## config.mk

```make
export PLATFORM = sky130hd
export DESIGN_NAME = qpsk_symbol_scheduler
export DESIGN_NICKNAME = d
export VERILOG_FILES = /design/src/rtl/qpsk_symbol_scheduler.sv
export SDC_FILE = /design/constraint.sdc
export NUM_CORES = 1
export LEC_CHECK = 0
export ABC_AREA = 0
export CAP_MARGIN = 0
export CORE_MARGIN = 5
export CORE_UTILIZATION = 40
export DETAILED_ROUTE_END_ITERATION = 12
export GPL_TIMING_DRIVEN = 1
export HOLD_SLACK_MARGIN = 0.12
export PLACE_DENSITY = 0.69
export SYNTH_ARGS = -nofsm -noshare
export SYNTH_HDL_FRONTEND = slang
export SYNTH_SLANG_ARGS = --single-unit
```

## constraint.sdc

```tcl
create_clock -name clk -period 3.7 [get_ports clk]
set_input_delay 0.925 -clock clk [delete_from_list [all_inputs] [get_ports clk]]
set_output_delay 0.925 -clock clk [all_outputs]
set_load 0.01 [all_outputs]
```

## src/rtl/qpsk_symbol_scheduler.sv

```systemverilog
// QPSK symbol scheduler: 7-bit codewords -> 4 QPSK symbols per word,
// one hold register in front of the active word, TICK_DIV cycles per symbol.
module qpsk_symbol_scheduler #(
    parameter logic [15:0] AMP      = 16'h16A1,
    parameter int unsigned TICK_DIV = 8
) (
    input  logic        clk,
    input  logic        rst,
    input  logic        in_valid,
    input  logic [6:0]  in_data,
    output logic        in_ready,
    output logic        out_valid,
    output logic [15:0] out_real,
    output logic [15:0] out_imag,
    output logic        out_strobe,
    output logic        out_first,
    output logic        out_last,
    output logic        busy,
    output logic [15:0] words_sent
);

    localparam logic [0:0]  S_IDLE   = 1'b0;
    localparam logic [0:0]  S_SEND   = 1'b1;
    localparam logic [7:0]  TICK_MAX = 8'(TICK_DIV - 1);
    localparam logic [15:0] NAMP     = ~AMP + 16'd1;

    logic [0:0]  state_q, state_d;
    logic        hold_valid_q, hold_valid_d;
    logic [6:0]  hold_data_q, hold_data_d;
    logic [6:0]  act_q, act_d;
    logic [7:0]  tick_q, tick_d;
    logic [1:0]  sym_q, sym_d;
    logic [15:0] words_q, words_d;

    logic       accept;
    logic       tick_end;
    logic       sending;
    logic [1:0] pair;

    // in_ready depends only on registered hold state (and reset), never on in_valid
    assign in_ready = !hold_valid_q && !rst;
    assign accept   = in_valid && in_ready;
    assign tick_end = (tick_q == TICK_MAX);
    assign sending  = (state_q == S_SEND);

    always_comb begin
        state_d      = state_q;
        hold_valid_d = hold_valid_q;
        hold_data_d  = hold_data_q;
        act_d        = act_q;
        tick_d       = tick_q;
        sym_d        = sym_q;
        words_d      = words_q;
        if (accept) begin
            hold_valid_d = 1'b1;
            hold_data_d  = in_data;
        end
        case (state_q)
            S_IDLE: begin
                if (hold_valid_q) begin
                    state_d      = S_SEND;
                    act_d        = hold_data_q;
                    hold_valid_d = 1'b0;
                    sym_d        = 2'd0;
                    tick_d       = 8'd0;
                end
            end
            S_SEND: begin
                if (!tick_end) begin
                    tick_d = tick_q + 8'd1;
                end else begin
                    tick_d = 8'd0;
                    if (sym_q != 2'd3) begin
                        sym_d = sym_q + 2'd1;
                    end else begin
                        words_d = words_q + 16'd1;
                        sym_d   = 2'd0;
                        if (hold_valid_q) begin
                            act_d        = hold_data_q;
                            hold_valid_d = 1'b0;
                        end else begin
                            state_d = S_IDLE;
                        end
                    end
                end
            end
            default: state_d = S_IDLE;
        endcase
    end

    always_ff @(posedge clk) begin
        if (rst) begin
            state_q      <= S_IDLE;
            hold_valid_q <= 1'b0;
            hold_data_q  <= 7'd0;
            act_q        <= 7'd0;
            tick_q       <= 8'd0;
            sym_q        <= 2'd0;
            words_q      <= 16'd0;
        end else begin
            state_q      <= state_d;
            hold_valid_q <= hold_valid_d;
            hold_data_q  <= hold_data_d;
            act_q        <= act_d;
            tick_q       <= tick_d;
            sym_q        <= sym_d;
            words_q      <= words_d;
        end
    end

    always_comb begin
        case (sym_q)
            2'd0:    pair = act_q[6:5];
            2'd1:    pair = act_q[4:3];
            2'd2:    pair = act_q[2:1];
            default: pair = {act_q[0], 1'b0};
        endcase
    end

    assign out_valid  = sending;
    assign out_real   = sending ? (pair[0] ? NAMP : AMP) : 16'h0000;
    assign out_imag   = sending ? (pair[1] ? NAMP : AMP) : 16'h0000;
    assign out_strobe = sending && (tick_q == 8'd0);
    assign out_first  = sending && (sym_q == 2'd0);
    assign out_last   = sending && (sym_q == 2'd3);
    assign busy       = sending || hold_valid_q;
    assign words_sent = words_q;

endmodule

```

# Yosys cells after proc, flatten, opt, wreduce, memory -nomap -nowiden
# Index checks and enable logic that the tools add are counted.
[word_totals]
latchBits = 0
regBits = 42
elab_cells = 58
ram_bits = 0
input_bits = 10
rom_bits = 0
mem_count = 0
[classes]
eq_ne = 8
order_cmp = 0
n_div = 0
mux = 25
addsub = 3
bitwise_logic = 2
n_reduce_logical = 13
multipliers = 0
n_shift = 0
[op_table]
columns = ["cell", "count"]
rows = [
  ["2-to-1 mux 16 bit", 4],
  ["2-to-1 mux 7 bit", 3],
  ["adder 16 x 1 -> 16 bit, second input constant", 1],
  ["2-to-1 mux 8 bit", 2],
  ["one-hot mux 8 bit (2 select lines)", 1],
  ["one-hot mux 7 bit (2 select lines)", 1],
  ["adder 8 x 1 -> 8 bit, second input constant", 1],
  ["equality test 8 x 3 -> 1 bit, second input constant", 1],
  ["logical NOT 8 bit", 1],
  ["2-to-1 mux 1 bit", 7],
  ["2-to-1 mux 2 bit", 3],
  ["!= test 2 bit, second input constant", 3],
  ["one-hot mux 2 bit (3 select lines)", 1],
  ["logical AND 1 bit", 5],
  ["equality test 2 bit, second input constant", 2],
  ["one-hot mux 1 bit (2 select lines)", 2],
  ["one-hot mux 2 bit (2 select lines)", 1],
  ["AND reduction 2 bit", 2],
  ["AND reduction 3 bit", 1],
  ["adder 2 x 1 -> 2 bit, second input constant", 1],
  ["equality test 2 x 1 -> 1 bit, second input constant", 1],
  ["logical NOT 1 bit", 2],
  ["logical NOT 2 bit", 1],
  ["!= test 2 x 1 -> 1 bit, second input constant", 1],
  ["other kinds (2)", 3],
]

# Longest topological paths before layout
[depth]
ltp_word = 8
mapped_depth = 6

# Worst setup path before layout
# OpenSTA, ideal clock, no wires.
[synth_path]
path_kind = "register -> output"
from = "reg state_q (netlist: out_valid)"
to = "out out_real[11]"
path_buffers = 3
path_stages_with_launch = 6
t_arrival_ps = 1938
slack_ps = 837
path_cell_list = "dfxtp_1 clkbuf_1 inv_1 clkbuf_1 nor3_1 buf_4"
[synth_via]
elab_chain_cells = 1
[synth_rtl]
columns = ["element", "line_no", "rtl"]
rows = [
  ["from (decl)", "27", "logic [0:0] state_q, state_d;"],
  ["from (signal assigned)", "101", "state_q <= state_d;"],
  ["2-to-1 mux 16 bit", "121", "assign out_real = sending ? (pair[0] ? NAMP : AMP) : 16'h0000;"],
  ["to (decl)", "13", "output logic [15:0] out_real,"],
]
# No other way between the ends.

# Final worst setup path
[layout_path]
from = "reg sym_q[0]"
to = "out out_real[1]"
[layout_via]
elab_chain_cells = 4
word_cells_on_any_way = 6
cone_classes = "eq/ne: 2; mux: 3; reduce/logical: 1"
[layout_rtl]
columns = ["element", "line_no", "rtl"]
rows = [
  ["from (decl)", "32", "logic [1:0] sym_q, sym_d;"],
  ["from (signal assigned)", "106", "sym_q <= sym_d;"],
  ["equality test 2 bit, or another cell as far along", "112", "case (sym_q)"],
  ["one-hot mux 2 bit (3 select lines) (*)", "112", ""],
  ["2-to-1 mux 16 bit (*) (2 in series)", "121", ""],
]
# Mark *: on every way between the ends. The rest lies on a longest branch, timed or not.

==> results.txt <==
Status: finished clean
Psw: 228.2 uW
Placed wire-length estimate: 3964 um
Max Freq: 300.6 MHz
Comb pwr share: 0.117
CP Max Fanout: 10
Hold path cells: 2
Hold-fix buffers, CTS: 0
PortBufs: 63
Vias: 2156
RR Startpoint: tick_q[0]
WP data arrival: 2.40 ns
# setup viols final: 0
Core area: 5851 sq um
Post-synth EDFFs: 0
First-pass GRT wire length: 9446 um
Gr usage total: 0.1526
CTS Buffer Depth: 2
Hold Path Origin: hold_data_q[6]
Worst-Margin Slew: 0.8290 ns
Power Dens Cells: 317.5 nW/um^2
Initial antenna violation count: 0
FF+latch count, synth: 42
Reg2reg path depth: 5
# nets final: 342
Worst vdd ir: 185.9 uV
Switching Share: 0.2418
Vias per cell: 5.404
Slew headroom: 0.4431
Row Count: 28
Fin. max-slew vios: 0
Post-detailed-routing wire length: 5541 um
ANT cells: 0
TNS Setup: 0 ns
Clock share of power: 0.385
H-tree Lvls: 2
GRT overflow: 0
Clock Pin Slew Worst Setup and Hold Paths: 0.08 ns
Routed length per placed instance: 13.89 um
Largest net degree at the start of global routing: 56
Reg2reg setup slack: 1.23 ns
Reg2reg end: words_sent[15]
Post-CTS setup buffer count: 0
Slowest stage delay, CP: 0.69 ns
HP Class: register to register
Total of max-cap violations: 0
Final Critical Period: 3.326 ns
Ys Warns: 0
Most common cell after layout, fill and taps aside: clkdlybuf4s50_1
Initial Util: 0.4074
Netlist Area Pre-Place: 2384 sq um
Share of cells above drive strength 1: 0.04321
Worst setup EP type: primary output
Die Ht: 87.20 um
WHS Endpoint: hold_data_q[6]
Vias in the first global route: 1996
Async S/R FF share, synth: 0
Worst-path cell chain: inv_1 > ha_1 > a222oi_1 > nor3_1 > clkdlybuf4s50_1
Primary FF master, synth: dfxtp_1
I/O Pins: 64
Internal power: 715.6 uW
Library cells used by synthesis: 42
Unrepaired setup endpoints after global routing: false
Sequential power share: 0.498
DR iter-0 viols: 135
Final Cycle Share: 0.8990
Area grow syn2layout: 24.72%
Post-CTS Resized: 0
DRC violations left: 0
Root buf cell: clkbuf_8
Leakage: 0.0009937 uW
CP Data Required Time: 2.77 ns
Syn Inst Count: 293
Clock Latency Late Sink: 0.30 ns
Total Die Area: 7603 sq um
Family with the most delay on the worst path: buffers and inverters
Worst Path Class, Setup: register to primary output
Die Wd: 87.20 um
CP startpoint kind: register
Fin. Hold Viols: 0
Clk_skew: 0.009347 ns
Synth Net Count: 312
Clock Sinks: 42
CTS buffer count: 5
TritonCTS clock tree: yes
Slowest cell on the critical path: clkdlybuf4s50_1
Routed Antenna Nets: 0
Router iterations before antenna repair: 4
GP Congestion: 0.8009
Buffers & Inverters on Critical Path: 2
Most frequent cells in the layout: 63 x clkdlybuf4s50_1, 42 x dfxtp_1, 30 x nand2_1
Hold slack: 0.4790 ns
Post-synthesis average cell area: 8.135 sq um
Sequential area share after synthesis: 0.3528
## registers in the layout, summed over array words and instances (netlist names)
register and count:
out_valid 1, hold_valid_q 1, sym_q 2, tick_q 8, hold_data_q 7, words_sent 16, act_q 7
## power groups by stage
stage	sequential, uW	combinational [uW]	clock [uW]
5_1_grt	472	122	393
4_1_cts	470	112	373
3_3_place_gp	480	111	0
3_5_place_dp	480	111	0
2_1_floorplan	477	70.0	0
6_report	470	111	363
## cell families (layout without fill, tap and decap cells)
family | Yosys count | in the layout | share of synthesized area
simple gates | 112 | 112 | 0.2640
buf+inv | 54 | 85 | 0.1328
compound gates | 68 | 68 | 0.1727
flops | 42 | 42 | 0.3528
mux | 2 | 2 | 0.008399
fa+ha+maj | 9 | 9 | 0.04724
xor+xnor | 6 | 6 | 0.02205
## worst max-delay path by stage
stage | from | endpoint | cells past startpoint
floorplan | out_valid | out_real[11] | 5
detailed placement | rst | in_ready | 3
global placement | rst | in_ready | 3
global route | sym_q[0] | out_real[1] | 5
finish | sym_q[0] | out_real[1] | 5
CTS | sym_q[0] | out_real[1] | 5
## Yosys cell counts, types with 2 or more instances
master | n | area [sq um]
dfxtp_1 | 42 | 840.8
nand2_1 | 30 | 112.6
buf_4 | 28 | 210.2
a21oi_1 | 25 | 125.1
o21ai_0 | 17 | 85.08
clkbuf_1 | 13 | 48.80
or3_1 | 13 | 81.33
nor2_1 | 12 | 45.04
a31oi_1 | 9 | 56.30
ha_1 | 9 | 112.6
inv_1 | 9 | 33.78
nand3_1 | 9 | 45.04
nand4b_1 | 7 | 61.31
nor3b_1 | 7 | 52.55
o311ai_0 | 7 | 61.31
nand4_1 | 6 | 37.54
nor3_1 | 5 | 25.02
and2_1 | 4 | 25.02
xor2_1 | 4 | 35.03
and3_1 | 3 | 18.77
and4_1 | 3 | 26.28
nor2b_1 | 3 | 18.77
or4_1 | 3 | 22.52
a222oi_1 | 2 | 20.02
buf_1 | 2 | 7.510
mux2i_1 | 2 | 20.02
nand3b_1 | 2 | 15.01
o31ai_1 | 2 | 15.01
xnor2_1 | 2 | 17.52
## per-layer routing
| layer | up-vias | global-route usage | part of all wire |
|---|---|---|---|
| met3 | 6 | 0.03974 | 0.076 |
| met2 | 73 | 0.2326 | 0.43 |
| met4 | 0 | 0.03905 | 0.011 |
| met1 | 990 | 0.2141 | 0.49 |
| li1 | 1087 | - | - |
| met5 | - | 0 | 0 |
## per-stage QoR
step | cell area [sq um] | util | setup WS (ns) | instances | power [uW]
after global placement | 2863 | 0.4893 | 0.6197 | 391 | 591.1
after CTS | 2973 | 0.5081 | 0.3384 | 399 | 954.1
after detailed placement | 2863 | 0.4893 | 0.6578 | 391 | 591.6
final | 2973 | 0.5081 | 0.3737 | 399 | 943.8
after floorplan | 2384 | - | 0.8369 | 293 | 547.5
after global routing | 2973 | 0.5081 | 0.09636 | 399 | 986.9
## worst reg2reg max path, delay by kind of cell, from the launching register on
kind	cells	cell delay [ns]
adders and majority gates	1	0.31
and+or+nand+nor	3	1.56
AOI/OAI and AO/OA	1	0.15
DFF	1	0.39
## area by class of cell
class	count	area, sq um
fillers	559	2878
clock inverters	2	37.54
multi-input cells	197	1226
flip-flops and latches	42	840.8
clock buffers	6	72.57
inverters	9	33.78
well taps	75	93.84
repair buffers	68	668.1
(Power assumes the default switching activity.)
==> RTL change 1, RTL diff (config.mk and constraints unchanged) <==
Make the reset (`rst`) asynchronous in one clocked block.
--- a/src/rtl/qpsk_symbol_scheduler.sv
+++ b/src/rtl/qpsk_symbol_scheduler.sv
@@ -88,7 +88,7 @@
         endcase
     end
 
-    always_ff @(posedge clk) begin
+    always_ff @(posedge clk or posedge rst) begin
         if (rst) begin
             state_q      <= S_IDLE;
             hold_valid_q <= 1'b0;
Behaviour: differs if rst is asserted again (counterexample within 4 cycles, from zero or initial values and one cycle with rst high); with rst held inactive, the same outputs for 10 cycles.
==> RTL change 1 against the original RTL <==
Register-to-register slack gained 0.29 ns. Largest cell class is now registers. Cell area shrank 2.5%. Critical path type unchanged. Count of clock-buffer cells in the layout decreased by 1. Sequential share of layout area grew 8.0 points. Routed wire length shrank 15%. Die area is 3.7% lower. Critical endpoint is now out_real[2]. Sequential cell count is the same. Worst setup slack lost 0.068 ns. Area after synthesis is 4.1% lower. Maximum frequency fell by 2.0%.
Power is not compared: it rests on default switching activity, and its combinational part moved more than twofold at a synthesized area within 25%.
==> RTL change 1: results (changes against the original RTL) <==
NonClk Buf Share - 22.5% (+0.064 points)
Skew final - 0.00509 ns (-0.00426 ns)
Fraction of layout cells with a size suffix above 1 - 12.0% (+7.6 points)
Routed metal-1 wirelength - 1980 um (-27%)
Synth cell types - 36 (-14%)
Mapped Cells - 218 (-26%)
Drt via density - 4.94 (-8.6%)
Ys flop type - dfrtp_1
Synth area leaders - dfrtp_1, buf_4, mux2_2
WHS Path Cells - 1 (-1)
Worst slack at placement - 0.605 ns (-0.0532 ns)
# Taps - 72 (-4.0%)
Layout clock area frac - 3.93% (+0.23 points)
Setup crit end - out_real[2]
GRT met1 Usage - 16.9% (-4.5 points)
Gr usage total - 13.6% (-1.6 points)
Worst slew pin tran - 0.790 ns (-0.0392 ns)
Reg-to-reg startpoint - tick_q[3]
Reg2reg path depth - 4 (-1)
Detail Placement HPWL - 3520 um (-11%)
Routability congestion estimate - 0.811 (+1.3%)
Reg-to-reg slack, setup - 1.52 ns (+0.29 ns)
Post-Route WL - 4710 um (-15%)
Post-synth top cells - dfrtp_1, buf_4, nand2_1
Largest net degree at the start of global routing - 43 (-23%)
Multi-input combinational cell count - 128 (-35%)
Placed Cells - 323 (-17%)
First-pass GRT wire length - 7940 um (-16%)
Final Non-Filler Cells - 331 (-17%)
Iter 0 DRT Violations - 78 (-42%)
M2 GR Usage - 22.9% (-0.38 points)
Metal2 WL - 2380 um (+0.89%)
FF-to-FF End - act_q[5]
Async SR Flop Fraction - 100% (+100 points)
Footprint of the multi-input gates - 933 um2 (-24%)
Tcrit/Tclk final - 91.7% (+1.8 points)
Hold EP - words_sent[15]
Final #Nets - 277 (-19%)
Crit. Startpoint - sym_q[0]
Min Hold Slack - 0.493 ns (+0.0138 ns)
WL met3 - 254 um (-40%)
Clock tree buffer depth - 2 (unchanged)
Fill cell count - 529 (-5.4%)
Inverters excl. clock - 15 (+6)
Syn_nets - 237 (-24%)
YS warnings - 0 (unchanged)
Status - finished, final reports clean
Sequential share of the synthesized area - 46.0% (+11 points)
Non-CTS buffers - 66 (-2.9%)
Cell Area, Placed - 2780 um2 (-2.8%)
Number of setup buffers added after CTS - 0 (unchanged)
-- RTL change 1: cell types whose count changed in the layout (fill, tap and decap cells not counted), moves of 8 or more --
cell     before  now
a21oi_1      25    2
a31oi_1       9    1
dfrtp_1       0   42
dfxtp_1      42    0
mux2_2        0   15
nand2_1      30   16
or3_1        13    3
-- RTL change 1: power breakdown --
| part | internal [uW] | switching [uW] |
|---|---|---|
| clock network | 201 | 165 |
| registers | 582 | 119 |
| logic | 639 | 462 |
-- RTL change 1: logic make-up (layout without fill, tap and decap cells) --
kind of cell	count (synthesis)	after routing	share of synthesized area [%]
AND/OR/NAND/NOR	63	63	15.4
buffers and inverters	48	89	13.1
flip-flops	42	42	46.0
AO/OA/AOI/OAI	24	24	6.52
XOR/XNOR	16	16	6.13
multiplexers	16	16	7.83
adder cells (fa/ha/maj)	9	9	4.93
==> RTL change 2, RTL diff (config.mk and constraints unchanged) <==
Made on the original files. Change the parameter `AMP` from 16'h16A1 to 16'h10F8.
--- a/src/rtl/qpsk_symbol_scheduler.sv
+++ b/src/rtl/qpsk_symbol_scheduler.sv
@@ -1,7 +1,7 @@
 // QPSK symbol scheduler: 7-bit codewords -> 4 QPSK symbols per word,
 // one hold register in front of the active word, TICK_DIV cycles per symbol.
 module qpsk_symbol_scheduler #(
-    parameter logic [15:0] AMP      = 16'h16A1,
+    parameter logic [15:0] AMP      = 16'h10F8,
     parameter int unsigned TICK_DIV = 8
 ) (
     input  logic        clk,
Formal check against the unedited RTL: not equivalent (a bounded check fails within 4 cycles, from zero or initial values and one cycle with rst high).
==> RTL change 2 against the original RTL <==
Largest power group unchanged. Routed wire length decreased by 0.88%. Sequential cell count unchanged. Core utilization decreased by 0.77 points. First-iteration DRC count decreased by 32%. Critical path type unchanged. Register-to-register slack improved by 0.08 ns. Critical endpoint is now out_imag[6]. Worst setup slack improved by 0.072 ns. Power decreased by 2.0%. Sequential share of layout area increased by 0.44 points. Cell area decreased by 1.5%. Maximum frequency increased by 2.2%. Area after synthesis increased by 0.16%.
==> RTL change 2: results (changes against the original RTL) <==
Detail Placement HPWL - 3930 um (-0.87%)
Final Non-Filler Cells - 398 (-0.25%)
Clkbuf count - 8 (+2)
Sequential share of cell area - 28.7% (+0.44 points)
Slowest stage delay, CP - 0.60 ns (-0.09 ns)
Num sequential - 42 (unchanged)
Multi-input combinational cell count - 203 (+3.0%)
Leak - 0.000995 uW (about the same)
Clock transition at the registers of the reported paths - 0.08 ns (about the same)
Fill cell count - 570 (+2.0%)
Synth Area in Adders - 4.72% (-0.0074 points)
Worst slack at placement - 0.710 ns (+0.0518 ns)
Final #Nets - 341 (-0.29%)
Cell Area, Placed - 2820 um2 (-1.6%)
First-pass GRT wire length - 9430 um (-0.22%)
WL met3 - 442 um (+4.5%)
Metal2 WL - 2360 um (about the same)
Vias in the first global route - 2,017 (+1.1%)
Post-Route WL - 5490 um (-0.88%)
Slew headroom - 57.1% (+13 points)
Routed metal-1 wirelength - 2640 um (-2.2%)
Port bufs - 57 (-9.5%)
Mapped Cells - 294 (+0.34%)
Synth area leaders - dfxtp_1, buf_4, a21oi_1
Fraction of layout cells with a size suffix above 1 - 4.33% (+0.013 points)
Minimum clock period - 3.25 ns (-0.0724 ns)
Drt via density - 5.40 (about the same)
NonClk Buf Share - 20.5% (-2.0 points)
Iter 0 DRT Violations - 92 (-32%)
Initial antenna violation count - 0 (unchanged)
Gr usage total - 15.2% (-0.052 points)
Arr. time, crit path - 2.33 ns (-0.07 ns)
First-pass DRT Iterations - 5 (+1)
Min Hold Slack - 0.476 ns (-0.00329 ns)
Skew final - 0.00692 ns (-0.00243 ns)
Status - finished, final reports clean
Area Overhead vs Synth - 22.6%
Footprint of the multi-input gates - 1250 um2 (+1.8%)
Xor and xnor area share after synthesis - 2.20% (-0.0035 points)
Layout clock area frac - 3.76% (+0.057 points)
Mux share of post-synthesis cell area - 0.839% (-0.0013 points)
VDD IR-drop max - 0.143 mV (-23%)
Synth cell types - 43 (+2.4%)
Sequential share of the synthesized area - 35.2% (-0.055 points)
Non-CTS buffers - 61 (-10%)
Reg-to-reg slack, setup - 1.31 ns (+0.08 ns)
Placed Cells - 390 (-0.26%)
DRC - 0 (unchanged)
Worst Path Max Fanout - 5 (-5)
-- RTL change 2: cell count changes after synthesis --
cell	before	now
conb_1	0	1
-- RTL change 2: final timing paths --
path / end / from / depth (start not counted)
setup / recovery: out_imag[6] / sym_q[1] / 6
hold / removal: hold_data_q[5] / hold_data_q[5] / 2
setup reg to reg: words_sent[15] / sym_q[1] / 5
hold reg to reg: hold_data_q[5] / hold_data_q[5] / 2
-- RTL change 2: power breakdown --
part | switching (uW) | total, uW | internal [uW]
registers | 7.59 | 468 | 461
logic | 59.6 | 111 | 51.6
clock network | 157 | 345 | 189
-- RTL change 2: layer usage --
metal / GRT usage (%) / up-vias
li1: - / 1081
met1: 20.9 / 987
met2: 23.3 / 75
met3: 4.35 / 7
met4: 3.91 / 0
met5: 0 / -
